**src/rtl/plic_pkg.sv**
```systemverilog
// Shared constants and FSM encoding for the PLIC target controller.
package plic_pkg;

  localparam int NSRC   = 8;  // sources, IDs 1..NSRC
  localparam int PRIO_W = 3;  // priority width, 0 = never interrupt
  localparam int ID_W   = 4;  // 2**ID_W must exceed NSRC

  localparam logic [ID_W-1:0] ID_NONE = '0;

  typedef enum logic [1:0] {
    IDLE   = 2'b00,
    CLAIM  = 2'b01,
    SETTLE = 2'b10
  } state_t;

endpackage

```
**src/rtl/plic_target_ctrl_if.sv**
```systemverilog
// Target-side bus: pending/enable/priority inputs, claim and complete handshakes, eip.
interface plic_target_ctrl_if;
  import plic_pkg::*;

  logic [NSRC-1:0]        ip;
  logic [NSRC-1:0]        ie;
  logic [NSRC*PRIO_W-1:0] prio;
  logic [PRIO_W-1:0]      threshold;
  logic                   claim_req;
  logic                   claim_ready;
  logic                   claim_vld;
  logic [ID_W-1:0]        claim_id;
  logic [NSRC-1:0]        claim_o;
  logic                   complete_req;
  logic [ID_W-1:0]        complete_id;
  logic                   eip;

  modport master (
    output ip, ie, prio, threshold, claim_req, complete_req, complete_id,
    input  claim_ready, claim_vld, claim_id, claim_o, eip
  );

  modport slave (
    input  ip, ie, prio, threshold, claim_req, complete_req, complete_id,
    output claim_ready, claim_vld, claim_id, claim_o, eip
  );

endinterface

```
**src/rtl/plic_prio_max.sv**
```systemverilog
// Combinational max-priority selection over eligible sources; lowest ID wins ties.
module plic_prio_max
  import plic_pkg::*;
(
  input  logic [NSRC-1:0]        elig_i,
  input  logic [NSRC*PRIO_W-1:0] prio_i,
  output logic [ID_W-1:0]        best_id_o,
  output logic [PRIO_W-1:0]      best_prio_o
);

  logic [ID_W-1:0]   id_acc;
  logic [PRIO_W-1:0] prio_acc;

  // Ascending scan with a strict compare so an equal later source never displaces an earlier one.
  always_comb begin
    id_acc   = ID_NONE;
    prio_acc = '0;
    for (int i = 1; i <= NSRC; i++) begin
      if (elig_i[i-1] && (prio_i[i*PRIO_W-1 -: PRIO_W] > prio_acc)) begin
        id_acc   = ID_W'(i);
        prio_acc = prio_i[i*PRIO_W-1 -: PRIO_W];
      end
    end
    best_id_o   = id_acc;
    best_prio_o = prio_acc;
  end

endmodule

```
**src/rtl/plic_target_ctrl.sv**
```systemverilog
// Per-target PLIC arbiter plus claim/complete sequencer and in-service tracking.
module plic_target_ctrl
  import plic_pkg::*;
(
  input  logic               clk,
  input  logic               rst_n,  // active-high asynchronous reset
  plic_target_ctrl_if.slave  bus
);

  state_t            state_q, state_d;
  logic [NSRC-1:0]   in_service_q, in_service_d;
  logic [ID_W-1:0]   best_id_q, best_id_c;
  logic [PRIO_W-1:0] best_prio_q, best_prio_c;
  logic [ID_W-1:0]   cap_id_q, cap_id_d;
  logic              eip_q, eip_d;

  logic [NSRC-1:0]   elig;
  logic [NSRC-1:0]   claim_oh;
  logic [NSRC-1:0]   clr_oh;
  logic [ID_W-1:0]   claim_id_c;
  logic              claim_ready_c;
  logic              claim_vld_c;
  logic              claim_hit;

  // Eligibility: pending, enabled, not already being serviced, nonzero priority.
  always_comb begin
    elig = '0;
    for (int i = 1; i <= NSRC; i++) begin
      elig[i-1] = bus.ip[i-1] & bus.ie[i-1] & ~in_service_q[i-1] &
                  (bus.prio[i*PRIO_W-1 -: PRIO_W] != '0);
    end
  end

  plic_prio_max u_prio_max (
    .elig_i      (elig),
    .prio_i      (bus.prio),
    .best_id_o   (best_id_c),
    .best_prio_o (best_prio_c)
  );

  // The registered winner only counts once it also clears the threshold.
  assign claim_hit = (best_id_q != ID_NONE) && (best_prio_q > bus.threshold);

  // Claim sequencer: IDLE accepts, CLAIM presents the captured ID, SETTLE waits for ip/best to refresh.
  always_comb begin
    state_d       = state_q;
    cap_id_d      = cap_id_q;
    claim_ready_c = 1'b0;
    claim_vld_c   = 1'b0;
    claim_id_c    = ID_NONE;
    unique case (state_q)
      IDLE: begin
        claim_ready_c = 1'b1;
        if (bus.claim_req) begin
          state_d  = CLAIM;
          cap_id_d = claim_hit ? best_id_q : ID_NONE;
        end
      end
      CLAIM: begin
        claim_vld_c = 1'b1;
        claim_id_c  = cap_id_q;
        state_d     = SETTLE;
      end
      SETTLE:  state_d = IDLE;
      default: state_d = IDLE;
    endcase
  end

  // One-hot decode of the claimed and completed IDs; out-of-range IDs decode to nothing.
  always_comb begin
    claim_oh = '0;
    clr_oh   = '0;
    for (int i = 1; i <= NSRC; i++) begin
      claim_oh[i-1] = (claim_id_c == ID_W'(i));
      clr_oh[i-1]   = bus.complete_req && (bus.complete_id == ID_W'(i));
    end
    // Set after clear so a same-cycle claim of a completing source keeps it in service.
    in_service_d = (in_service_q & ~clr_oh) | claim_oh;
    eip_d        = (state_q == IDLE) && claim_hit;
  end

  // State, arbitration pipeline and in-service register.
  always_ff @(posedge clk or posedge rst_n) begin
    if (rst_n) begin
      state_q      <= IDLE;
      in_service_q <= '0;
      best_id_q    <= ID_NONE;
      best_prio_q  <= '0;
      cap_id_q     <= ID_NONE;
      eip_q        <= 1'b0;
    end else begin
      state_q      <= state_d;
      in_service_q <= in_service_d;
      best_id_q    <= best_id_c;
      best_prio_q  <= best_prio_c;
      cap_id_q     <= cap_id_d;
      eip_q        <= eip_d;
    end
  end

  assign bus.claim_ready = claim_ready_c;
  assign bus.claim_vld   = claim_vld_c;
  assign bus.claim_id    = claim_id_c;
  assign bus.claim_o     = claim_oh;
  assign bus.eip         = eip_q;

endmodule
```
**src/flat_wrapper.sv**
```systemverilog
// flat-port wrapper written by rule: the top's interface ports become plain ports
module plic_target_ctrl_flat import plic_pkg::*;
  (clk, rst_n, bus_ip, bus_ie, bus_prio, bus_threshold, bus_claim_req, bus_complete_req, bus_complete_id, bus_claim_ready, bus_claim_vld, bus_claim_id, bus_claim_o, bus_eip);
  plic_target_ctrl_if bus_i ();
  input  logic clk;
  input  logic rst_n;
  input wire logic [$bits(bus_i.ip)-1:0] bus_ip;
  input wire logic [$bits(bus_i.ie)-1:0] bus_ie;
  input wire logic [$bits(bus_i.prio)-1:0] bus_prio;
  input wire logic [$bits(bus_i.threshold)-1:0] bus_threshold;
  input wire logic [$bits(bus_i.claim_req)-1:0] bus_claim_req;
  input wire logic [$bits(bus_i.complete_req)-1:0] bus_complete_req;
  input wire logic [$bits(bus_i.complete_id)-1:0] bus_complete_id;
  output wire logic [$bits(bus_i.claim_ready)-1:0] bus_claim_ready;
  output wire logic [$bits(bus_i.claim_vld)-1:0] bus_claim_vld;
  output wire logic [$bits(bus_i.claim_id)-1:0] bus_claim_id;
  output wire logic [$bits(bus_i.claim_o)-1:0] bus_claim_o;
  output wire logic [$bits(bus_i.eip)-1:0] bus_eip;
  assign bus_i.ip = bus_ip;
  assign bus_i.ie = bus_ie;
  assign bus_i.prio = bus_prio;
  assign bus_i.threshold = bus_threshold;
  assign bus_i.claim_req = bus_claim_req;
  assign bus_i.complete_req = bus_complete_req;
  assign bus_i.complete_id = bus_complete_id;
  assign bus_claim_ready = bus_i.claim_ready;
  assign bus_claim_vld = bus_i.claim_vld;
  assign bus_claim_id = bus_i.claim_id;
  assign bus_claim_o = bus_i.claim_o;
  assign bus_eip = bus_i.eip;
  plic_target_ctrl u_core (.clk(clk), .rst_n(rst_n), .bus(bus_i));
endmodule
```
**config.mk**
```make
export PLATFORM = sky130hd
export DESIGN_NAME = plic_target_ctrl_flat
export DESIGN_NICKNAME = d
export VERILOG_FILES = /design/src/rtl/plic_pkg.sv /design/src/rtl/plic_target_ctrl_if.sv /design/src/rtl/plic_prio_max.sv /design/src/rtl/plic_target_ctrl.sv /design/src/flat_wrapper.sv
export SDC_FILE = /design/constraint.sdc
export NUM_CORES = 1
export LEC_CHECK = 0
export CELL_PAD_IN_SITES_DETAIL_PLACEMENT = 1
export CELL_PAD_IN_SITES_GLOBAL_PLACEMENT = 1
export CORE_UTILIZATION = 34
export CTS_CLUSTER_SIZE = 10
export DETAILED_ROUTE_END_ITERATION = 10
export PLACE_DENSITY = 0.91
export SYNTH_ARGS = -nofsm -noshare
export SYNTH_HDL_FRONTEND = slang
export SYNTH_SLANG_ARGS = --single-unit
```
**constraint.sdc**
```tcl
create_clock -name clk -period 12.7 [get_ports clk]
set_input_delay 2.54 -clock clk [delete_from_list [all_inputs] [get_ports clk]]
set_output_delay 2.54 -clock clk [all_outputs]
set_load 0.005 [all_outputs]
```
# After elaboration in Yosys (flattened, before gate mapping)
# Index checks and enable logic that the tools add are counted.
# op_classes
reduce_logical	29
eq_ne	18
n_shift	0
mul	0
div_mod_pow	0
addsub	0
bitwise_logic	35
muxes	22
order_cmp	9
# op_table
cell	count
2-to-1 mux 4 bit	9
== test 4 x 3 -> 1 bit (second input constant)	8
bitwise AND 1 bit	24
greater-than comparator 3 bit	8
2-to-1 mux 3 bit	8
nonzero test 3 bit	8
logical AND 1 bit	18
== test 4 x 2 -> 1 bit (second input constant)	4
bitwise AND 8 bit	1
== test 4 x 1 -> 1 bit (second input constant)	2
== test 4 bit (second input constant)	2
inverter 1 bit	8
inverter 8 bit	1
OR 8 bit	1
one-hot mux 2 bit (2 select lines)	1
nonzero test 4 bit	1
greater-than comparator 3 x 1 -> 1 bit (second input constant)	1
2-to-1 mux 1 bit	3
== test 2 x 1 -> 1 bit (second input constant)	1
logical NOT 2 bit	1
2-to-1 mux 2 bit	1
!= test 2 bit (second input constant)	1
AND reduction 2 bit	1
# word_totals
ram_bits	0
out_inout_bits	15
rom_bits	0
n_memories	0
latch_bits	0
wordCells	119
input_bits	51
ff_bits	22

# Longest topological paths before layout
# Gate-level depths: netlist (run 1).
# depth
depth_word	26
mapped_depth	54
depth_no_buf	53

# Cells and area by module
# Synthesis (run 1) repeated with hierarchy kept, for this count alone.
# unflattened
cells_unflattened	264
hier_area_um2	2120.8
# modules_own_cells
mod	area_per_inst_um2	instances	seq_area_each_um2	cells_per_inst
plic_target_ctrl	1094.8	1	550.5	115
plic_prio_max	1026.0	1	0.0	149

# Worst setup path after synthesis (run 1)
# No wires, ideal clock.
# synth_timing
kind	input port to flip-flop
from	in bus_ip[0]
to	reg u_core.best_prio_q[1]
path_stages	50
setup_ns	0.131
setup_slack_ns	1.065
n_path_buf	0
arrival_ns	11.504
required_time_ns	12.569
path_cell_list	and3b_1 -> and2_4 -> inv_2 -> ha_1 -> and3_4 -> nor3_2 -> o211ai_1 -> o21ai_0 -> ha_1 -> nor2_1 -> nor2_1 -> a221oi_1 -> o21ai_2 -> mux2_4 -> ha_1 -> nor2_1 -> nand2_1 -> o31ai_1 -> [... 14 more ...] -> a31oi_1 -> a221o_1 -> a22o_2 -> ha_1 -> inv_1 -> a21o_1 -> a21oi_1 -> a311oi_1 -> clkinv_1 -> a21o_1 -> ha_1 -> nor2b_1 -> o21ai_0 -> nand2b_1 -> nand3_1 -> nand2_1 -> o22ai_1 -> a31oi_1
# synth_via
elab_chain_len	26
# synth_lines
item	line_no	source
start: declaration	flat_wrapper.sv:7	input wire logic [$bits(bus_i.ip)-1:0] bus_ip;
bitwise AND 1 bit * (3 in a row)	plic_target_ctrl.sv:29	elig[i-1] = bus.ip[i-1] & bus.ie[i-1] & ~in_service_q[i-1] &
logical AND 1 bit *	plic_prio_max.sv:19	if (elig_i[i-1] && (prio_i[i*PRIO_W-1 -: PRIO_W] > prio_acc)) begin
2-to-1 mux 3 bit *	plic_prio_max.sv:19	
greater-than comparator 3 bit	plic_prio_max.sv:19	
logical AND 1 bit	plic_prio_max.sv:19	
2-to-1 mux 3 bit *	plic_prio_max.sv:19	
greater-than comparator 3 bit	plic_prio_max.sv:19	
logical AND 1 bit	plic_prio_max.sv:19	
[... 9 more ...]	n/a	
2-to-1 mux 3 bit *	plic_prio_max.sv:19	
greater-than comparator 3 bit	plic_prio_max.sv:19	
logical AND 1 bit	plic_prio_max.sv:19	
2-to-1 mux 3 bit *	plic_prio_max.sv:19	
greater-than comparator 3 bit	plic_prio_max.sv:19	
logical AND 1 bit	plic_prio_max.sv:19	
2-to-1 mux 3 bit *	plic_prio_max.sv:19	
named net u_core.best_prio_c[1]	plic_target_ctrl.sv:13	logic [PRIO_W-1:0] best_prio_q, best_prio_c;
end signal: assignment	plic_target_ctrl.sv:95	best_prio_q <= best_prio_c;
end: declaration	plic_target_ctrl.sv:13	
# Mark *: on every way through the listed nets, which the timed path passes. The rest lies on a longest branch.
# A chain may end at the register's enable or synchronous reset.

# Worst setup path in the final report (run 1)
# Same ends and word-level chain as after synthesis.

==> results.md, run 1 <==
- Antenna violations before repair: 0
- Post-synthesis sequential area ratio: 0.251
- Final setup violating endpoints: 0
- Area grow syn2layout: 43.3%
- WL/cell: 17.3 um
- Async set-reset flop share out of synthesis: 1.00
- CP Data Arrival Time: 12,290 ps
- CTS Buf Count: 3
- Routed Antenna Nets: 0
- DRT met1 WL: 3160 um
- Final hold vios: 0
- DRC violation total after the first TritonRoute iteration: 113
- Top Ports: 66
- Routability cong.: 0.884
- Synthesized net count: 344
- FF-to-FF setup slack: 2890 ps
- CP Capture Type: register
- Max Fclk: 82.6 MHz
- Worst hold start: u_core.state_q[1]
- Internal: 217 uW
- CP bufs+invs: 3
- Number of global-route vias before repair: 2,610
- Switching Share: 0.405
- Syn avg cell area: 7.91 sq um
- Critical path peak fanout: 6
- Synth Cell Area: 2190 sq um
- Detail Placement HPWL: 5790 um
- CTS tree: done
- Placed Cells: 421
- Via Count: 2,456
- Flop pwr share: 0.309
- Core area: 6060 sq um
- DR vias/cell: 5.70
- Final net count: 424
- Initial core utilization: 0.361
- First-pass GRT wire length: 11,900 um
- Largest net degree at the start of global routing: 23
- Fraction of the cycle the final worst path needs: 0.953
- Unique cell type count in the Yosys netlist: 66
- Setup tns final: 0 ps
- Worst clock skew: 0.857 ps
- Die Width: 82.3 um
- CP max-delay cell: a221o_2
- Startpoint types: input pin
- Setup ws final: 591 ps
- Clock power share: 0.138
- Final core utilization: 0.518
- Largest delay share family, worst path: compound AO/OA/AOI/OAI gates
- Yosys reg bits: 22
- GRT Overall Usage: 0.229
- Outcome: finished, final reports clean
- Synthesis warning total: 0
- Clock latency at the later pin of the worst-skew pair: 260 ps
- Worst setup startpoint: bus_ip[0]
- Rows: 28
- Pleak: 1.38 nW
- CTS sink cnt: 22
- Hold WC Path Type: reg2reg
- Met2 Routed Length: 3890 um
- Critical path required time: 12,880 ps
- Diode count: 0
- Clock Tree Root: clkbuf_8
- I/O Buffers: 65
- Slew Limit Fails: 0
- PD cells: 116 nW/um^2
- Maxcap violations: 0
- Psw: 147 uW
- Pre-CTS setup slack: -287 ps
- DRC: 0
- CP peak stage delay: 470 ps
- Slew headroom: 0.437
- Longest Clk Path Bufs: 2
- CP dominant cell by count: ha_1
- RR Startpoint: u_core.in_service_q[0]
- CTS H-tree lvls: 1
- First drt pass iteration count: 4
- Top sig layer: met4
- Share of cells above drive strength 1: 0.157
- CP Class: in2reg
- Main synth FF type: dfrtp_1
- Worst-margin pin slew: 844 ps
- Finished Layout Cells: 431
- Synthesized instance count: 277
- WHS: 459 ps
- Peak VDD IR: 0.0000754 V
- Comb power frac: 0.553
- DR WL met3: 253 um
- Post-synth EDFFs: 0
- DRT Wirelength: 7450 um
- Final min period: 12,110 ps
- Clk slew on worst S/H paths: 80 ps
- Die H: 82.3 um
- DIE AREA: 6770 sq um
- GRT Residual Overflow: 0
==> final timing paths <==
path,cells past startpoint,endpoint
setup / recovery,52,u_core.best_prio_q[1]
hold / removal,1,u_core.state_q[1]
setup reg to reg,51,u_core.best_prio_q[1]
hold reg to reg,1,u_core.state_q[1]
max in group asynchronous,2,u_core.cap_id_q[1]
min in group asynchronous,2,u_core.state_q[0]
==> cell families after synthesis <==
group	Yosys count	synth area share
AOI/OAI and AO/OA	91	0.295
adders and majority gates	16	0.0914
buffers and inverters	25	0.0434
DFF	22	0.251
muxes	4	0.0234
and+or+nand+nor	119	0.296
==> synthesized netlist by cell type, types with 2 or more instances <==
library cell | count | area [sq um]
nor3_1 | 12 | 60.1
nor2b_1 | 4 | 25.0
o21ai_0 | 26 | 130
a31oi_1 | 8 | 50.1
a211oi_1 | 4 | 30.0
a21o_1 | 5 | 37.5
mux2_4 | 2 | 30.0
ha_1 | 16 | 200
o21a_1 | 3 | 22.5
and3b_1 | 3 | 26.3
a21oi_1 | 13 | 65.1
o31ai_1 | 5 | 37.5
and2_1 | 7 | 43.8
a211o_2 | 3 | 30.0
dfrtp_1 | 22 | 551
nand2b_1 | 9 | 56.3
nand2_1 | 40 | 150
a221oi_1 | 2 | 17.5
o22ai_1 | 2 | 12.5
nand3_1 | 5 | 25.0
inv_1 | 22 | 82.6
nor2_1 | 20 | 75.1
==> final cells by class <==
class / count / area, sq um
Timing Repair Buffer: 76 / 733
Clock buffer: 4 / 55.1
Sequential cell: 22 / 551
Multi-Input combinational cell: 230 / 1620
Inverter: 24 / 90.1
Tap cell: 75 / 93.8
Fill cell: 743 / 2920
==> state kept, by name (all words and copies together), names as in the netlist <==
register             count
u_core.in_service_q      8
u_core.state_q           2
u_core.best_prio_q       3
u_core.best_id_q         4
u_core.cap_id_q          4
u_core.bus.eip           1
==> cell usage in the layout, fill, tap and decap left out, types with 2 or more instances in the layout <==
master / synthesis / final
nor3_1: 12 / 12
clkdlybuf4s50_1: 0 / 65
mux2_4: 2 / 2
and2_1: 7 / 7
a21o_1: 5 / 5
nor2_1: 20 / 18
and3b_2: 1 / 2
nand3_1: 5 / 4
a211oi_1: 4 / 4
ha_1: 16 / 16
nand2_1: 40 / 40
o21a_1: 3 / 3
dfrtp_1: 22 / 22
a211o_2: 3 / 3
o31ai_2: 1 / 2
a31oi_1: 8 / 8
inv_1: 22 / 21
o21ai_1: 1 / 2
o21ai_2: 1 / 2
o21ai_0: 26 / 24
inv_2: 1 / 3
and3b_1: 3 / 2
buf_4: 0 / 11
nand2b_1: 9 / 9
a21oi_1: 13 / 13
o22ai_1: 2 / 2
o31ai_1: 5 / 4
clkbuf_8: 0 / 4
nor2b_1: 4 / 4
==> power groups by stage <==
stage / sequential [mW] / clock [mW] / combinational, mW
CTS: 0.112 / 0.0511 / 0.183
global route: 0.115 / 0.0536 / 0.222
global placement: 0.111 / 0 / 0.171
detailed placement: 0.112 / 0 / 0.180
floorplan: 0.106 / 0 / 0.118
finish: 0.112 / 0.0503 / 0.201
==> repair_timing <==
item / in CTS / in global routing
endpoints found under the setup margin: 5 / 7
gates resized for setup: 1 / 17
endpoints found under the hold margin: 0 / 0
hold buffers: 0 / 0
setup buffers: 0 / 6
pin swaps: 0 / 6
==> through the flow <==
stage	power, mW	instance area (sq um)
after floorplan	0.224	2190
after global placement	0.282	2970
after detailed placement	0.291	2970
after CTS	0.346	3020
after global routing	0.390	3140
final	0.364	3140
==> metal layers <==
layer | up-vias | GRT usage
li1 | 1176 | -
met2 | 70 | 0.437
met4 | 0 | 0.0737
met3 | 14 | 0.0220
met5 | - | 0
met1 | 1196 | 0.264
Power figures use the tool's default switching activity.
==> run 2: changes to the inputs <==
Settings changed: CORE_MARGIN from default to 10, HOLD_SLACK_MARGIN from default to 0.05.
==> results.md, run 2 (same netlist as run 1, synthesis figures left out) <==
- Outcome: finished, final reports clean
- R2R depth: 51 (unchanged)
- Maxcap violations: 0 (unchanged)
- Largest regs: u_core.in_service_q (8), u_core.best_id_q (4), u_core.cap_id_q (4)
- DRC: 0 (unchanged)
- Top Ports: 66 (unchanged)
- Die H: 100 um (+22%)
- Slew headroom: 0.365 (-0.0715)
- Total power: 362 uW (-0.64%)
- FF-to-FF setup slack: 2880 ps (about the same)
- Worst clock skew: 5.78 ps (+4.92 ps)
- First-pass GRT wire length: 13,200 um (+11%)
- Final core utilization: 0.493 (-0.0245)
- Reg-to-Reg End: u_core.best_prio_q[2]
- CP Class: in2reg
- CTS Buf Count: 3 (unchanged)
- Clk slew on worst S/H paths: 80 ps (about the same)
- CTS tree: done
- Commonest non-fill, non-tap cell in the layout: clkdlybuf4s50_1
- Largest net degree at the start of global routing: 23 (unchanged)
- Number of global-route vias before repair: 2,678 (+2.6%)
- Share of cells above drive strength 1: 0.149 (-0.00801)
- Area grow syn2layout: 42.2%
- Final hold vios: 0 (unchanged)
- Final min period: 12,120 ps (+14.7 ps)
- Setup ws final: 576 ps (-14.7 ps)
- Pleak: 1.37 nW (-0.44%)
- Diode count: 0 (unchanged)
- DRT Wirelength: 8230 um (+10%)
- I/O Buffers: 65 (unchanged)
- Critical path peak fanout: 6 (unchanged)
- Largest Register: u_core.in_service_q
- GRT Overall Usage: 0.157 (-0.0722)
- Worst setup startpoint: bus_ie[0]
- Max reg flops: 8 (unchanged)
- Clock latency at the later pin of the worst-skew pair: 270 ps (about the same)
- Routability cong.: 0.893 (+1.0%)
- Fraction of the cycle the final worst path needs: 0.955 (+0.00116)
- CTS H-tree lvls: 1 (unchanged)
- Worst-margin pin slew: 943 ps (+99.4 ps)
- WL/cell: 19.1 um (+10%)
- Worst Setup EP: u_core.best_prio_q[2]
- Die Width: 100 um (+22%)
- Antenna violations before repair: 0 (unchanged)
- Detail Placement HPWL: 6630 um (+15%)
- Fill count: 784 (+5.5%)
- Peak VDD IR: 0.0000600 V (-20%)
- Commonest non-fill, non-tap cells in the layout: 65 x clkdlybuf4s50_1, 40 x nand2_1, 25 x o21ai_0
- CP Capture Type: register
- DR vias/cell: 5.76 (+1.0%)
- GRT Residual Overflow: 0 (unchanged)
- Via Count: 2,487 (+1.3%)
- Count of hold-fix buffers inserted at cts: 0 (unchanged)
- Clock Tree Root: clkbuf_8
- Critical path required time: 12,830 ps (-50 ps)
- Max Fclk: 82.5 MHz (-0.12%)
- First drt pass iteration count: 4 (unchanged)
- CP peak stage delay: 460 ps (about the same)
- Rows: 29 (+3.6%)
- Final net count: 423 (-0.24%)
- CP dominant cell by count: ha_1
- Slew Limit Fails: 0 (unchanged)
- RR Startpoint: u_core.in_service_q[0]
- Final setup violating endpoints: 0 (unchanged)
- Startpoint types: input pin
- Hold WC Path Type: reg2reg
- PD cells: 116 nW/um^2 (+0.12%)
- Pre-CTS setup slack: -421 ps (-134 ps)
- DIE AREA: 10,100 sq um (+49%)
- CTS sink cnt: 22 (unchanged)
- Longest Clk Path Bufs: 2 (unchanged)
- Initial core utilization: 0.347 (-0.0145)
- Core area: 6310 sq um (+4.2%)
- Routed Antenna Nets: 0 (unchanged)
- CP max-delay cell: clkdlybuf4s50_1
- DRC violation total after the first TritonRoute iteration: 72 (-36%)
- Setup tns final: 0 ps (unchanged)
- WHS: 463 ps (+3.82 ps)
- CP Data Arrival Time: 12,250 ps (-40 ps)
==> run 2: how the worst min path moves through the flow <==
| stage | from | to | cells past startpoint |
|---|---|---|---|
| floorplan | u_core.state_q[1] | u_core.state_q[1] | 1 |
| global placement | u_core.state_q[1] | u_core.state_q[1] | 1 |
| detailed placement | u_core.state_q[1] | u_core.state_q[1] | 1 |
| CTS | u_core.state_q[1] | u_core.state_q[1] | 1 |
| global route | u_core.state_q[1] | u_core.state_q[1] | 1 |
| finish | u_core.state_q[1] | u_core.state_q[1] | 1 |
==> run 2: metrics by stage <==
step	instance area, sq um	instances
floorplan	2190	277
global placement	2960	421
detailed placement	2960	421
CTS	3010	425
global route	3120	432
finish	3120	432
==> run 2: timing repair <==
action / in CTS / in global routing
setup endpoints to repair: 7 / 7
buffers inserted: 0 / 7
pin swaps: 0 / 5
gates resized for setup: 3 / 10
gates cloned: 0 / 0
==> run 2: where the power goes <==
group | internal (mW) | total, mW | switching (mW)
Sequential | 0.0932 | 0.113 | 0.0197
Combinational | 0.0936 | 0.198 | 0.104
Clock | 0.0277 | 0.0509 | 0.0232
Total | 0.214 | 0.362 | 0.147
==> run 2: cell type report <==
cell class | instances | area (sq um) | area share
well taps | 77 | 96.3 | 0.0309
multi-input cells | 230 | 1600 | 0.512
flip-flops and latches | 22 | 551 | 0.177
clock buffers | 4 | 55.1 | 0.0177
inverters | 24 | 91.3 | 0.0293
repair buffers | 75 | 726 | 0.233
==> run 2: worst max-delay path: cells and delay by family <==
kind            cells  cell delay (ps)
fa+ha+maj           7             1920
mux                 3             1040
buf+inv             5              840
compound gates     21             3470
simple gates       16             2420
==> run 2: layer usage <==
metal  vias to the layer above  global-route usage  wire length (um)
met5                         -                   0                 0
met4                         0              0.0391               187
met1                      1211               0.177              3320
li1                       1175                   -                 -
met3                        19              0.0419               574
met2                        82               0.283              4150
==> run 3: changes to the inputs <==
Settings changed: CORE_UTILIZATION 34 to 31, PLACE_DENSITY 0.91 to 0.88, SLEW_MARGIN from default to 5.
Clock period 12.7 ns to 10.7 ns, I/O delays scaled along.
==> results.md, run 3 (same netlist as run 1, synthesis figures left out) <==
- Clock Tree Root: clkbuf_8
- Rows: 30 (+3.4%)
- Worst-margin pin slew: 944 ps (+0.399 ps)
- Hold Path Stages: 1 (unchanged)
- Antenna violations before repair: 0 (unchanged)
- CP Capture Type: register
- CP dominant cell by count: ha_4
- Routed Antenna Nets: 0 (unchanged)
- Pleak: 1.69 nW (+23%)
- Detail Placement HPWL: 6970 um (+5.1%)
- DRC: 0 (unchanged)
- Worst Hold Path EP: u_core.state_q[1]
- CP Class: in2reg
- Setup ws final: 56.7 ps (-519 ps)
- Worst clock skew: 1.91 ps (-3.87 ps)
- Multi-input logic area: 1850 sq um (+16%)
- CTS sink cnt: 22 (unchanged)
- Maxcap violations: 0 (unchanged)
- Die Width: 104 um (+3.8%)
- Final setup violating endpoints: 0 (unchanged)
- Largest delay share family, worst path: compound AO/OA/AOI/OAI gates
- Pre-CTS setup slack: -969 ps (-549 ps)
- FF-to-FF setup slack: 1600 ps (-1280 ps)
- Post-route cell area: 3810 sq um (+22%)
- Largest regs: u_core.in_service_q (8), u_core.best_id_q (4), u_core.cap_id_q (4)
- CTS Buf Count: 3 (unchanged)
- Area post-placement: 3300 sq um (+12%)
- Commonest non-fill, non-tap cell in the layout: buf_4
- Clock power share: 0.101 (-0.040)
- Reg-to-Reg End: u_core.best_prio_q[0]
- Longest Clk Path Bufs: 2 (unchanged)
- Clk slew on worst S/H paths: 80 ps (about the same)
- CP peak stage delay: 360 ps (-100 ps)
- CTS tree: done
- Diode count: 0 (unchanged)
- Slew Limit Fails: 0 (unchanged)
- Worst hold start: u_core.state_q[1]
- Fraction of the cycle the final worst path needs: 0.995
- Top Ports: 66 (unchanged)
- Hold WC Path Type: reg2reg
- Flop pwr share: 0.257 (-0.055)
- Fill count: 836 (+6.6%)
- Initial core utilization: 0.321 (-0.0263)
- Critical path required time: 10,850 ps (-1980 ps)
- DRT Wirelength: 9630 um (+17%)
- Internal: 311 uW (+45%)
- Psw: 208 uW (+41%)
- First-pass GRT wire length: 14,800 um (+12%)
- CP Data Arrival Time: 10,800 ps (-1450 ps)
- DR vias/cell: 5.31 (-7.7%)
- Seq. cell area: 551 sq um (unchanged)
- Final hold vios: 0 (unchanged)
- Area grow syn2layout: 73.8%
- Clock latency at the later pin of the worst-skew pair: 260 ps (about the same)
- Number of global-route vias before repair: 2,941 (+9.8%)
- Max reg flops: 8 (unchanged)
- Via Count: 2,689 (+8.1%)
- CP bufs+invs: 6 (+1)
- Worst setup startpoint: bus_ip[0]
- Final net count: 479 (+13%)
- Largest net degree at the start of global routing: 23 (unchanged)
- Comb power frac: 0.643 (+0.096)
- Die H: 104 um (+3.8%)
- Core area: 6830 sq um (+8.2%)
- Commonest non-fill, non-tap cells in the layout: 64 x buf_4, 57 x clkdlybuf4s50_1, 36 x nand2_1
- Switching Share: 0.401 (-0.00645)
- R2R depth: 52 (+2.0%)
- CTS H-tree lvls: 1 (unchanged)
- Outcome: finished, final reports clean
- GRT Overall Usage: 0.160 (+0.00310)
- Startpoint types: input pin
- Critical path peak fanout: 6 (unchanged)
- Final min period: 10,640 ps
- I/O Buffers: 65 (unchanged)
- WL/cell: 19.0 um (-0.15%)
- Share of cells above drive strength 1: 0.344 (+0.195)
- DIE AREA: 10,800 sq um (+7.7%)
- Max Fclk: 94.0 MHz
- GRT Residual Overflow: 0 (unchanged)
- Largest Register: u_core.in_service_q
- Peak VDD IR: 0.0000718 V (+20%)
- Slew headroom: 0.365 (about the same)
- First drt pass iteration count: 4 (unchanged)
- RR Startpoint: u_core.in_service_q[0]
- CP max-delay cell: o31ai_1
- DRC violation total after the first TritonRoute iteration: 62 (-14%)
- Routability cong.: 0.897 (+0.44%)
- PD cells: 136 nW/um^2 (+17%)
- Unrepaired setup endpoints after global routing: true
[run 3: metrics by stage]
stage | util | total power [mW] | TNS (ps) | cells | hold WS (ps)
after global placement | 0.483 | 0.373 | -3030 | 479 | 441
after detailed placement | 0.483 | 0.388 | -6490 | 479 | 469
after floorplan | - | 0.273 | 0 | 277 | 426
after global routing | 0.557 | 0.558 | -2680 | 506 | 506
final | 0.557 | 0.519 | 0 | 506 | 478
after CTS | 0.525 | 0.476 | 0 | 495 | 479
[run 3: final cells by class]
cell class              instances  share of cell area
multi-input cells             230               0.486
repair buffers                131               0.302
flip-flops and latches         22               0.145
well taps                      96              0.0315
inverters                      24              0.0246
clock buffers                   3              0.0108
[run 3: metal layers]
| layer | up-vias | GRT usage | share of wire |
|---|---|---|---|
| li1 | 1286 | - | - |
| met2 | 75 | 0.295 | 0.53 |
| met4 | 0 | 0.0258 | 0.011 |
| met3 | 12 | 0.0211 | 0.037 |
| met5 | - | 0 | 0 |
| met1 | 1316 | 0.193 | 0.42 |
[run 3: power groups by stage]
stage | logic, mW | clock network [mW] | registers, mW
after global routing | 0.364 | 0.0571 | 0.136
after floorplan | 0.147 | 0 | 0.126
after global placement | 0.240 | 0 | 0.134
after CTS | 0.289 | 0.0540 | 0.133
after detailed placement | 0.253 | 0 | 0.134
final | 0.334 | 0.0523 | 0.133
[run 3: repair_timing]
action,4_1_cts,5_1_grt
resized for setup,43,24
hold endpoints to repair,0,0
setup buffers,13,11
pin swaps,37,31
endpoints found under the setup margin,7,7
hold buffers,0,0
[run 3: how the worst max path moves through the flow]
stage	endpoint	depth (start not counted)
6_report	u_core.best_prio_q[0]	53
3_3_place_gp	u_core.best_prio_q[2]	53
2_1_floorplan	u_core.best_prio_q[1]	51
5_1_grt	u_core.best_prio_q[1]	53
3_5_place_dp	u_core.best_id_q[2]	52
4_1_cts	u_core.best_prio_q[1]	49
